**src/rtl/fifo_rd_arb.sv**
```systemverilog
// fifo_rd_arb: round-robin arbiter granting bounded FIFO read bursts to NREQ requesters
module fifo_rd_arb #(
   parameter int DSIZE = 8,
   parameter int NREQ  = 4,
   parameter int BURST = 4
) (
   input  logic             rclk,
   input  logic             rrst,
   input  logic             rempty,
   input  logic [DSIZE-1:0] rdata,
   output logic             rinc,
   input  logic [NREQ-1:0]  req,
   output logic [NREQ-1:0]  gnt,
   output logic [DSIZE-1:0] dout,
   output logic [NREQ-1:0]  dout_vld,
   output logic             busy
);
   localparam int PW = $clog2(NREQ);
   localparam int BW = $clog2(BURST) + 1;
   typedef enum logic {IDLE, OWN} state_t;
   state_t state, state_nxt;
   logic [PW-1:0] rr_ptr, owner, win;
   logic [BW-1:0] bcnt;
   logic found, release_own;

   // first requester at or above rr_ptr, wrapping past NREQ-1
   always_comb begin
      win = rr_ptr;
      found = 1'b0;
      for (int i = 0; i < NREQ; i++) begin
         if (!found && req[PW'((int'(rr_ptr) + i) % NREQ)]) begin
            win = PW'((int'(rr_ptr) + i) % NREQ);
            found = 1'b1;
         end
      end
   end

   // pop strobe, release condition and next state
   always_comb begin
      rinc = state == OWN && !rempty && req[owner];
      release_own = !req[owner] || (rinc && bcnt == BW'(BURST - 1));
      state_nxt = state == IDLE ? (|req ? OWN : IDLE) : (release_own ? IDLE : OWN);
   end

   assign busy = state == OWN;

   // state register
   always_ff @(posedge rclk or posedge rrst) begin
      if (rrst) state <= IDLE;
      else state <= state_nxt;
   end

   // grant, round-robin pointer, burst count and popped-word registers
   always_ff @(posedge rclk or posedge rrst) begin
      if (rrst) begin
         gnt <= '0;
         owner <= '0;
         rr_ptr <= '0;
         bcnt <= '0;
         dout <= '0;
         dout_vld <= '0;
      end else begin
         dout_vld <= rinc ? gnt : '0;
         if (rinc) dout <= rdata;
         if (state == IDLE && |req) begin
            gnt <= NREQ'(1) << win;
            owner <= win;
            bcnt <= '0;
         end else if (state == OWN && release_own) begin
            gnt <= '0;
            rr_ptr <= owner == PW'(NREQ - 1) ? '0 : owner + 1'b1;
            bcnt <= '0;
         end else if (rinc) begin
            bcnt <= bcnt + 1'b1;
         end
      end
   end
endmodule
```
**config.mk**
```make
export PLATFORM = sky130hd
export DESIGN_NAME = fifo_rd_arb
export DESIGN_NICKNAME = d
export VERILOG_FILES = /design/src/rtl/fifo_rd_arb.sv
export SDC_FILE = /design/constraint.sdc
export NUM_CORES = 1
export LEC_CHECK = 0
export ABC_CLOCK_PERIOD_IN_PS = 2200
export BUFFER_PORTS_ARGS = -buffer_cell sky130_fd_sc_hd__buf_2
export CORE_MARGIN = 2
export CORE_UTILIZATION = 35
export DETAILED_ROUTE_END_ITERATION = 7
export SETUP_SLACK_MARGIN = 0.5
export SYNTH_ARGS = -nofsm -noshare
export SYNTH_HDL_FRONTEND = slang
export SYNTH_SLANG_ARGS = --single-unit
```
**constraint.sdc**
```tcl
create_clock -name rclk -period 2.2 [get_ports rclk]
set_input_delay 0.11 -clock rclk [delete_from_list [all_inputs] [get_ports rclk]]
set_output_delay 0.11 -clock rclk [all_outputs]
set_load 0.05 [all_outputs]
```
Yosys cells after proc, flatten, opt, wreduce, memory -nomap -nowiden
Cells that the tools add are included.
{"block": "op_classes", "add_sub_neg": 5, "mul": 0, "div_mod_pow": 0, "n_lt_le_gt_ge": 5, "eq_ne": 2, "shifts": 1, "n_mux": 30, "n_bitwise": 2, "reduce_logical": 18}
{"op": "$lt 2x4->1 const B", "count": 4}
{"op": "$mux 1", "count": 15}
{"op": "$mux 4", "count": 3}
{"op": "$bmux 1 s2", "count": 5}
{"op": "$mux 3", "count": 3}
{"op": "$logic_and 1x1->1", "count": 8}
{"op": "$mux 2", "count": 4}
{"op": "$logic_not 1->1", "count": 5}
{"op": "$add 2x1->2 const B", "count": 2}
{"op": "$add 2x2->2 const B", "count": 2}
{"op": "$reduce_or 4->1", "count": 1}
{"op": "$shl 1x2->4 const A", "count": 1}
{"op": "$add 3x1->3 const B", "count": 1}
{"op": "$eq 3x2->1 const B", "count": 1}
{"op": "$lt 2x3->1 const B", "count": 1}
{"op": "$reduce_bool 3->1", "count": 1}
{"op": "$eq 2x2->1 const B", "count": 1}
{"op": "$not 1->1", "count": 2}
{"op": "$reduce_and 2->1", "count": 1}
{"op": "$reduce_bool 2->1", "count": 1}
{"op": "$logic_or 1x1->1", "count": 1}
{"block": "totals", "reg_bits": 24, "latch_bits": 0, "ramBits": 0, "romBits": 0, "out_inout_bits": 18, "mem_count": 0}

Longest topological paths before layout
Gate-level depths: netlist of run 1.
{"block": "depth", "depth_word": 15, "mapped_depth": 6, "ltp_nobuf": 6}

Worst setup path before layout of run 1
Ideal clock, no wire load.
{"block": "synth_path", "kind": "register to register", "from": "register owner[0]", "to": "register dout_vld[2]", "setup_time_ns": 0.117, "t_arrival_ns": 1.475, "required_time_ns": 2.083, "path_slack_ns": 0.609, "stages_incl_launch_ff": 6, "period_less_slack_ns": 1.591, "path_cell_list": "dfrtp_1 mux4_2 nand3b_4 inv_6 buf_8 and2_4"}
{"block": "synth_via", "elab_chain_len": 4}
{"element": "from (decl)", "line": "22", "text": "logic [PW-1:0] rr_ptr, owner, win;"}
{"element": "from (signal assigned)", "line": "67", "text": "owner <= win;"}
{"element": "$bmux 1 s2", "line": "40", "text": "rinc = state == OWN && !rempty && req[owner];"}
{"element": "$mux 1 (not written as such)", "line": "40"}
{"element": "$logic_and 1x1->1", "line": "40"}
{"element": "net rinc", "line": "11", "text": "output logic rinc,"}
{"element": "$mux 4", "line": "63", "text": "dout_vld <= rinc ? gnt : '0;"}
{"element": "to (signal assigned)", "line": "63"}
{"element": "to (decl)", "line": "15", "text": "output logic [NREQ-1:0] dout_vld,"}
The timed path passes the listed nets, and every way through them passes these cells. The select of a mux whose other input is x is not followed.
A chain may end at the register's enable or synchronous reset.

Final worst setup path of run 1
{"block": "layout_path", "from": "register owner[0]", "to": "output port rinc"}
{"block": "layout_via", "elab_chain_len": 3}
{"element": "$bmux 1 s2", "line": "40"}
{"element": "$mux 1 (not written as such)", "line": "40"}
{"element": "$logic_and 1x1->1", "line": "40"}
{"element": "to (decl)", "line": "11"}
No other way between the ends. The select of a mux whose other input is x is not followed.

==> metrics, run 1 <==
Peak VDD IR 0.635 mV; clk slew on worst S/H paths 0.13 ns; antenna cell count 0; Internal 1080 uW; status finished, violations left; RSZ-0062 raised after global routing true; clock power share 10.8%; antenna violations before repair 0; leak pwr 0.000791 uW; Switching Fraction 49.8%; Syn. warnings 0; clock insertion delay at the later pin of the skew report 0.31 ns; dpl hpwl 1.66 mm; Worst slew margin 38.5%; Req. time, crit path 2.09 ns; vias per inst 4.59; Die Y 60.2 um; Compound-Gate Fraction of Synth Area 13.5%; Initial Util 36.5%; Core ar. 3030 um2; CP startpoint kind flop; Arr. time, crit path 1.58 ns; Comb power frac 55.3%; Mapped Nets 125; failing checks negative hold slack; ys async rst share 100%; die width 60.2 um; share of the clock period used by the worst path 76.7%; min setup slack post-route 0.512 ns; Setup WS pre-CTS 0.575 ns; Syn Inst Count 107; Power Density 1460 nW/um2; # DRC 0; vias in the first global route 888; simple logic cell fraction of the synthesized area 22.1%; post-route ant nets 0; sequential group share of total power 33.9%; Max clock buf depth 2; CTS H-Tree Depth 1; setup TNS 0 ns; hold slack -0.0238 ns; mux contribution to synthesized area 2.04%; Synth cell types 31; via count 913; total grt overflow 0; Psw 1080 uW; Final GP Congestion 0.844; Hold Violations, Final 24; Max Cap Viol 0; CP Class flop to output pin; Final Max Slew Viols 0; CTS Sinks 24; commonest non-fill, non-tap cell in the layout nand2_1; Boundary Pins 33; clk_skew 0.00546 ns; Post-Syn Area 1100 um2; Max Fclk 592 MHz; slew of the pin with the lowest slew margin 0.921 ns; Total GRT Usage 14.3%; CTS tree yes; Synth Area in Adders 3.40%; CTS Root Cell clkbuf_4; ratio of cells with drive above 1 in the final layout 31.6%; Area growth syn-to-layout 34.0%; final wirelength 2.41 mm; xor/xnor share of the synthesized area 0.793%; die area 3620 um2; largest family of logic cells by synthesized area simple AND/OR/NAND/NOR gates; commonest cells after routing, fill and taps aside 32 x nand2_1, 31 x buf_2, 24 x dfrtp_1; crit path time final 1.69 ns; routed length per placed instance 12.1 um; sequential fraction of the synthesis area 54.4%; Worst Hold Class input port to asynchronous set/reset pin; first-pass GRT wire length 3.84 mm; final setup violation count 0; Post-synth EDFFs 0; placed insts 182; cts bufs inserted 3; flops & latches, synth 24; initial drt markers 40; fin cells 199; Mapped Avg Cell Area 10.3 um2; largest net degree at the start of global routing 25; IO Port Bufs 32; Cell Rows 20; worst-path maximum fanout 2; endpoint type of the worst setup path output pin; DR pass1 iterations 4; prevailing post-synth register cell dfrtp_1; fin nets 174
## cell type report
cell class / instances / area (um2)
multi-input cells: 76 / 470
repair buffers: 45 / 288
clock buffers: 4 / 36.3
flip-flops and latches: 24 / 601
fillers: 279 / 1550
well taps: 44 / 55.1
inverters: 6 / 30.0
## sequential cells by signal, indices dropped and copies added (netlist names)
name,cells
busy,1
dout,8
owner,2
bcnt,3
gnt,4
dout_vld,4
rr_ptr,2
## cell usage after synthesis, types with 2 or more instances
master	count	area, um2
a21oi_1	4	20.0
nor2_1	5	18.8
nand2_1	32	120
dfrtp_1	24	601
a22o_1	2	17.5
nand2b_1	2	12.5
inv_1	5	18.8
o2bb2ai_1	2	17.5
o21ai_0	2	10.0
and2_1	3	18.8
a21o_1	3	22.5
ha_1	3	37.5
a211oi_1	2	15.0
## worst max-delay path: stages (launching register included)
cell and delay (ns):
dfrtp_1 0.39, mux4_2 0.56, nand3b_4 0.14, inv_8 0.04, buf_8 0.14
## layer usage
metal	vias to the layer above	track usage (%)	share of wire, %
met3	2	2.81	6.6
met4	0	3.81	0.37
met1	413	17.7	46
met5	-	0	0
met2	40	25.2	47
li1	458	-	-
## cells by family (layout without fill, tap and decap cells)
| kind of cell | count (synthesis) | in the layout |
|---|---|---|
| AO/OA/AOI/OAI | 20 | 20 |
| XOR/XNOR | 1 | 1 |
| adder cells (fa/ha/maj) | 3 | 3 |
| buffers and inverters | 7 | 55 |
| flip-flops | 24 | 24 |
| multiplexers | 1 | 1 |
| AND/OR/NAND/NOR | 51 | 51 |
## per-stage QoR
step	power, uW	hold slack, ns	cell area [um2]	utilization (%)
2_1_floorplan	1590	0.125	1100	-
3_3_place_gp	1810	0.303	1310	43.1
3_5_place_dp	1840	0.309	1310	43.1
4_1_cts	2140	0.00856	1460	48.3
5_1_grt	2300	0.0692	1480	48.9
6_report	2160	-0.0238	1480	48.9
## final timing paths
path | start | to | slack [ns] | cells past startpoint
max | owner[0] | rinc | 0.51 | 4
min | rrst | dout[1] | -0.02 | 2
max reg2reg | owner[0] | gnt[2] | 0.53 | 5
min reg2reg | dout[5] | dout[5] | 0.49 | 2
max in group asynchronous | rrst | dout[6] | 1.66 | 2
min in group rclk | req[3] | busy | 0.20 | 3
## repair_timing
action	in CTS	in global routing
endpoints found under the hold margin	8	0
pin swaps	0	1
endpoints found under the setup margin	1	6
setup buffers	4	1
resized for setup	4	2
hold buffers	8	0
## power groups by stage
stage	Combinational, uW	Sequential (uW)	Clock (uW)
after floorplan	450	1140	0
after global placement	1070	739	0
after detailed placement	1090	747	0
after CTS	1170	734	241
after global routing	1290	757	260
final	1200	733	233
No activity file was read; power rests on OpenSTA's default activity.
==> run 2, diff against run 1 <==
--- a/config.mk
+++ b/config.mk
@@ -5,7 +5,7 @@
 export SDC_FILE = /design/constraint.sdc
 export NUM_CORES = 1
 export LEC_CHECK = 0
-export ABC_CLOCK_PERIOD_IN_PS = 2200
+export ABC_CLOCK_PERIOD_IN_PS = 1600
 export BUFFER_PORTS_ARGS = -buffer_cell sky130_fd_sc_hd__buf_2
 export CORE_MARGIN = 2
 export CORE_UTILIZATION = 35
==> constraint.sdc (replaced) <==
create_clock -name rclk -period 1.6 [get_ports rclk]
set_input_delay 0.08 -clock rclk [delete_from_list [all_inputs] [get_ports rclk]]
set_output_delay 0.08 -clock rclk [all_outputs]
set_load 0.05 [all_outputs]
==> run 2 against run 1 <==
Effect of this change: core utilization increased by 6.3 points; the flow finishes with violations (negative setup slack); largest cell class unchanged; cell area grew 13%; clock-buffer cell count fell by 1; critical path depth unchanged; critical endpoint unchanged; highest routed layer unchanged; non-clock buffer count up 11; via count grew 4.1%; clock power rose by 85%; routed wire length decreased by 0.46%; sequential share of layout area fell by 4.5 points; sequential power up 36%; first-iteration DRC count grew 5.0%.
==> metrics, run 2 (synthesized netlist as in run 1, its figures left out) <==
largest net degree at the start of global routing 25 (unchanged); vias in the first global route 863 (-2.8%); clk_skew 0.0103 ns (+0.00484 ns); Boundary Pins 33 (unchanged); total grt overflow 0 (unchanged); DR pass1 iterations 4 (unchanged); Slowest cell on crit path mux4_2; Area growth syn-to-layout 51.3%; CTS H-Tree Depth 1 (unchanged); IO Port Bufs 32 (unchanged); initial drt markers 42 (+5.0%); FF+latch area 603 um2 (+0.42%); worst-path maximum fanout 2 (unchanged); Peak VDD IR 0.927 mV (+46%); cts bufs inserted 3 (unchanged); # DRC 0 (unchanged); failing checks negative setup slack; Initial Util 36.5% (unchanged); RSZ-0062 raised after global routing true; Hold Violations, Final 0 (-100%); CTS tree yes; endpoint type of the worst setup path output pin; min setup slack post-route -0.0558 ns (-0.568 ns); CTS Sinks 24 (unchanged); ratio of cells with drive above 1 in the final layout 43.4% (+12 points); Cell Rows 20 (unchanged); antenna cell count 0 (unchanged); Max Cap Viol 0 (unchanged); commonest cells after routing, fill and taps aside 30 x nand2_1, 28 x buf_2, 22 x dfrtp_1; antenna violations before repair 0 (unchanged); Top Registers dout (8), dout_vld (4), gnt (4); clock insertion delay at the later pin of the skew report 0.31 ns (about the same); Die Y 60.2 um (unchanged); CP Class flop to output pin; slew of the pin with the lowest slew margin 0.363 ns (-0.559 ns); vias per inst 4.52 (-1.4%); Buf/Inv on CP 2 (unchanged); routed length per placed instance 11.4 um (-5.7%); Final GP Congestion 0.816 (-3.3%); Max stage delay on crit path 0.56 ns (about the same); final wirelength 2.40 mm (-0.46%); Worst slew margin 75.6% (+37 points); setup TNS -0.140 ns (-0.140 ns); final setup violation count 6 (+6); Req. time, crit path 1.52 ns (-0.57 ns); Max Fclk 604 MHz; Fillers 257 (-7.9%); Arr. time, crit path 1.58 ns (about the same); clk slew on worst S/H paths 0.12 ns (about the same); Worst Hold Class input port to flop; placed insts 187 (+2.7%); Multi-input gate area 543 um2 (+15%); fin util 55.2% (+6.3 points); dpl hpwl 1.67 mm (+0.36%); share of the clock period used by the worst path 103%; fin cells 210 (+5.5%); fin nets 185 (+6.3%); largest reg by FF count dout; leak pwr 0.000869 uW (+10%); Largest register FFs 8 (unchanged); status finished, violations left; Total GRT Usage 14.0% (-0.35 points); Final Max Slew Viols 0 (unchanged); crit path time final 1.66 ns; Max clock buf depth 2 (unchanged); CTS Root Cell clkbuf_4; Top Family by Delay on Critical Path multiplexers; die width 60.2 um (unchanged); first-pass GRT wire length 3.73 mm (-2.9%); CP startpoint kind flop; die area 3620 um2 (unchanged); via count 950 (+4.1%); Power Density 2030 nW/um2 (+39%); commonest non-fill, non-tap cell in the layout nand2_1; Core ar. 3030 um2 (unchanged); critical path, cell by cell mux4_2 -> nand3b_4 -> inv_8 -> buf_8; post-route ant nets 0 (unchanged)
run 2: worst paths after layout:
path | from | to | slack (ns) | cells past startpoint
setup / recovery | owner[0] | rinc | -0.06 | 4
hold / removal | rempty | rr_ptr[0] | 0.29 | 4
setup reg to reg | owner[0] | gnt[2] | -0.04 | 5
hold reg to reg | dout[0] | dout[0] | 0.49 | 2
max in group asynchronous | rrst | rr_ptr[1] | 1.01 | 4
min in group asynchronous | rrst | owner[1] | 0.33 | 4
run 2: cell type report:
cell class	count	share of cell area, %
Sequential cell	24	36.1
Multi-Input combinational cell	76	32.5
Clock inverter	1	1.80
Clock buffer	3	1.35
Inverter	6	1.80
Timing Repair Buffer	56	23.2
Tap cell	44	3.29
run 2: repair_timing:
item	in CTS	in global routing
setup buffers	6	4
pin swaps	3	2
endpoints found under the setup margin	26	28
resized for setup	13	11
hold buffers	9	0
hold endpoints to repair	32	0
run 2: tightest hold or removal path: stages:
cell     delay (ns)
buf_2          0.09
or2b_1         0.17
a21o_4         0.17
o31ai_4        0.05
run 2: stage by stage:
| step | total power (uW) | setup WS [ns] | area (um2) | hold WS (ns) |
|---|---|---|---|---|
| 3_5_place_dp | 2590 | 0.0689 | 1360 | 0.149 |
| 4_1_cts | 3220 | -0.0714 | 1590 | 0.258 |
| 2_1_floorplan | 2220 | 0.0193 | 1120 | 0.0946 |
| 6_report | 3390 | -0.0558 | 1670 | 0.289 |
| 5_1_grt | 3610 | -0.110 | 1670 | 0.297 |
| 3_3_place_gp | 2560 | 0.101 | 1360 | 0.134 |
run 2: per-layer routing:
metal / up-vias / part of all wire, % / global-route usage, % / routed length [um]
met2: 30 / 47 / 25.2 / 1120
met1: 438 / 46 / 16.6 / 1110
met3: 2 / 5.8 / 3.03 / 139
met5: - / 0 / 0 / 0
li1: 480 / - / - / -
met4: 0 / 0.79 / 3.81 / 19
run 2: report_power, final:
| group | internal (uW) | total (uW) | switching (uW) |
|---|---|---|---|
| clock | 253 | 431 | 178 |
| combinational | 719 | 1950 | 1240 |
| sequential | 844 | 1000 | 157 |
| total | 1820 | 3390 | 1570 |
==> run 3, diff against run 2 <==
--- a/config.mk
+++ b/config.mk
@@ -11,6 +11,7 @@
 export CORE_UTILIZATION = 35
 export DETAILED_ROUTE_END_ITERATION = 7
 export SETUP_SLACK_MARGIN = 0.5
+export SKIP_LAST_GASP = 1
 export SYNTH_ARGS = -nofsm -noshare
 export SYNTH_HDL_FRONTEND = slang
 export SYNTH_SLANG_ARGS = --single-unit
==> run 3 against run 2 <==
Effect of this change: the flow still finishes with violations (negative setup slack); die area stayed put; sequential power hardly changed; via count is 0.95% lower; global-route usage is 0.23 points higher; setup slack better by 0.00087 ns; first-iteration DRC count is 2.4% higher; total power is 0.95% lower; critical path depth stayed put; clock skew hardly changed; maximum frequency hardly changed; non-clock buffer count stayed put.
==> metrics, run 3 (synthesized netlist as in run 1, its figures left out) <==
first-pass GRT wire length 3.79 mm (+1.7%); Boundary Pins 33 (unchanged); clock power share 12.8% (about the same); CTS Sinks 24 (unchanged); Initial Util 36.5% (unchanged); fin cells 210 (unchanged); DR pass1 iterations 4 (unchanged); Power Density 2030 nW/um2 (+0.33%); RSZ-0062 raised after global routing true; crit path from owner[0]; placed insts 187 (unchanged); Worst Hold Class input port to flop; Total GRT Usage 14.2% (+0.23 points); Max Fclk 604 MHz (about the same); initial drt markers 43 (+2.4%); CP Class flop to output pin; via count 941 (-0.95%); ratio of cells with drive above 1 in the final layout 41.6% (-1.8 points); Fillers 260 (+1.2%); sequential group share of total power 29.6% (about the same); Hold Violations, Final 0 (unchanged); CTS tree yes; # DRC 0 (unchanged); Switching Fraction 46.4% (+0.047 points); vias per inst 4.48 (-0.95%); Largest register FFs 8 (unchanged); Critical Path Sink rinc; final wirelength 2.38 mm (-0.75%); Final GP Congestion 0.816 (unchanged); dpl hpwl 1.67 mm (unchanged); clk slew on worst S/H paths 0.12 ns (about the same); commonest cells after routing, fill and taps aside 30 x nand2_1, 28 x buf_2, 22 x dfrtp_1; CTS Root Cell clkbuf_4; Arr. time, crit path 1.57 ns (about the same); Peak VDD IR 0.918 mV (-0.95%); leak pwr 0.000862 uW (-0.87%); routed length per placed instance 11.3 um (-0.75%); min setup slack post-route -0.0550 ns (+0.000867 ns); worst reg2reg endpoint gnt[2]; fin nets 185 (unchanged); Final Max Slew Viols 0 (unchanged); final setup violation count 6 (unchanged); worst-path maximum fanout 2 (unchanged); Die Y 60.2 um (unchanged); largest reg by FF count dout; clock insertion delay at the later pin of the skew report 0.31 ns (about the same); failing checks negative setup slack; post-route ant nets 0 (unchanged); clk_skew 0.0104 ns (+0.000140 ns); Internal 1800 uW (-1.0%); Cell Rows 20 (unchanged); FF+latch area 603 um2 (unchanged); Top Registers dout (8), dout_vld (4), gnt (4); Worst Reg-to-Reg Cells 5 (unchanged); Max Cap Viol 0 (unchanged); Worst slew margin 74.6% (-0.98 points); die area 3620 um2 (unchanged); hold slack 0.291 ns (+0.00139 ns); worst reg2reg startpoint owner[0]; Area growth syn-to-layout 49.4%; Comb power frac 57.6% (about the same); CTS H-Tree Depth 1 (unchanged); Max clock buf depth 2 (unchanged); CP startpoint kind flop; crit path time final 1.65 ns (-0.000867 ns); antenna cell count 0 (unchanged); status finished, violations left; total grt overflow 0 (unchanged); antenna violations before repair 0 (unchanged); slew of the pin with the lowest slew margin 0.377 ns (+0.0146 ns); IO Port Bufs 32 (unchanged); commonest non-fill, non-tap cell in the layout nand2_1; Psw 1560 uW (-0.85%); die width 60.2 um (unchanged); Multi-input gate area 526 um2 (-3.2%); largest net degree at the start of global routing 25 (unchanged); cts bufs inserted 3 (unchanged); Req. time, crit path 1.52 ns (about the same); Core ar. 3030 um2 (unchanged); register-to-register setup slack -0.04 ns (about the same); setup TNS -0.143 ns (-0.00382 ns); share of the clock period used by the worst path 103% (about the same); vias in the first global route 879 (+1.9%); endpoint type of the worst setup path output pin
## run 3: worst min path at each step
stage | from | endpoint | slack (ns) | cells past startpoint
2_1_floorplan | rrst | bcnt[0] | 0.09 | 1
3_3_place_gp | rrst | dout[5] | 0.13 | 3
3_5_place_dp | rrst | dout[2] | 0.15 | 3
4_1_cts | req[3] | busy | 0.26 | 4
5_1_grt | rempty | rr_ptr[0] | 0.30 | 4
6_report | rempty | rr_ptr[0] | 0.29 | 4
## run 3: power groups by stage
stage,Sequential (uW),Clock (uW),Combinational [uW]
after CTS,1010,443,1760
after global routing,1020,466,2090
after global placement,1010,0,1550
after floorplan,1570,0,651
final,992,431,1930
after detailed placement,1030,0,1560
## run 3: through the flow
step / setup slack [ns] / instance area [um2] / utilization, % / power (uW)
after floorplan: 0.0193 / 1120 / - / 2220
after global placement: 0.101 / 1360 / 44.8 / 2560
after detailed placement: 0.0689 / 1360 / 44.8 / 2590
after CTS: -0.0714 / 1590 / 52.4 / 3210
after global routing: -0.110 / 1650 / 54.5 / 3580
final: -0.0550 / 1650 / 54.5 / 3350
## run 3: critical path: stages (launching register included)
cell,delay (ns)
dfrtp_1,0.40
mux4_2,0.56
nand3b_4,0.14
inv_8,0.04
buf_8,0.14
## run 3: repair_timing
action	4_1_cts	5_1_grt
gates resized for setup	11	8
setup endpoints to repair	26	28
buffers inserted	6	4
hold buffers	9	0
pin swaps	3	3
hold endpoints to repair	32	0
## run 3: layout make-up
| cell class | instances | area share (%) |
|---|---|---|
| Sequential cell | 24 | 36.5 |
| Multi-Input combinational cell | 76 | 31.8 |
| Timing Repair Buffer | 56 | 23.3 |
| Tap cell | 44 | 3.34 |
| Clock inverter | 1 | 1.82 |
| Inverter | 6 | 1.82 |
| Clock buffer | 3 | 1.36 |
## run 3: layer usage
layer | GRT usage, % | part of all wire (%) | vias to the layer above
met5 | 0 | 0 | -
met4 | 3.81 | 0.67 | 0
met3 | 3.03 | 5.6 | 2
met2 | 25.8 | 47 | 28
met1 | 16.7 | 47 | 428
li1 | - | - | 483
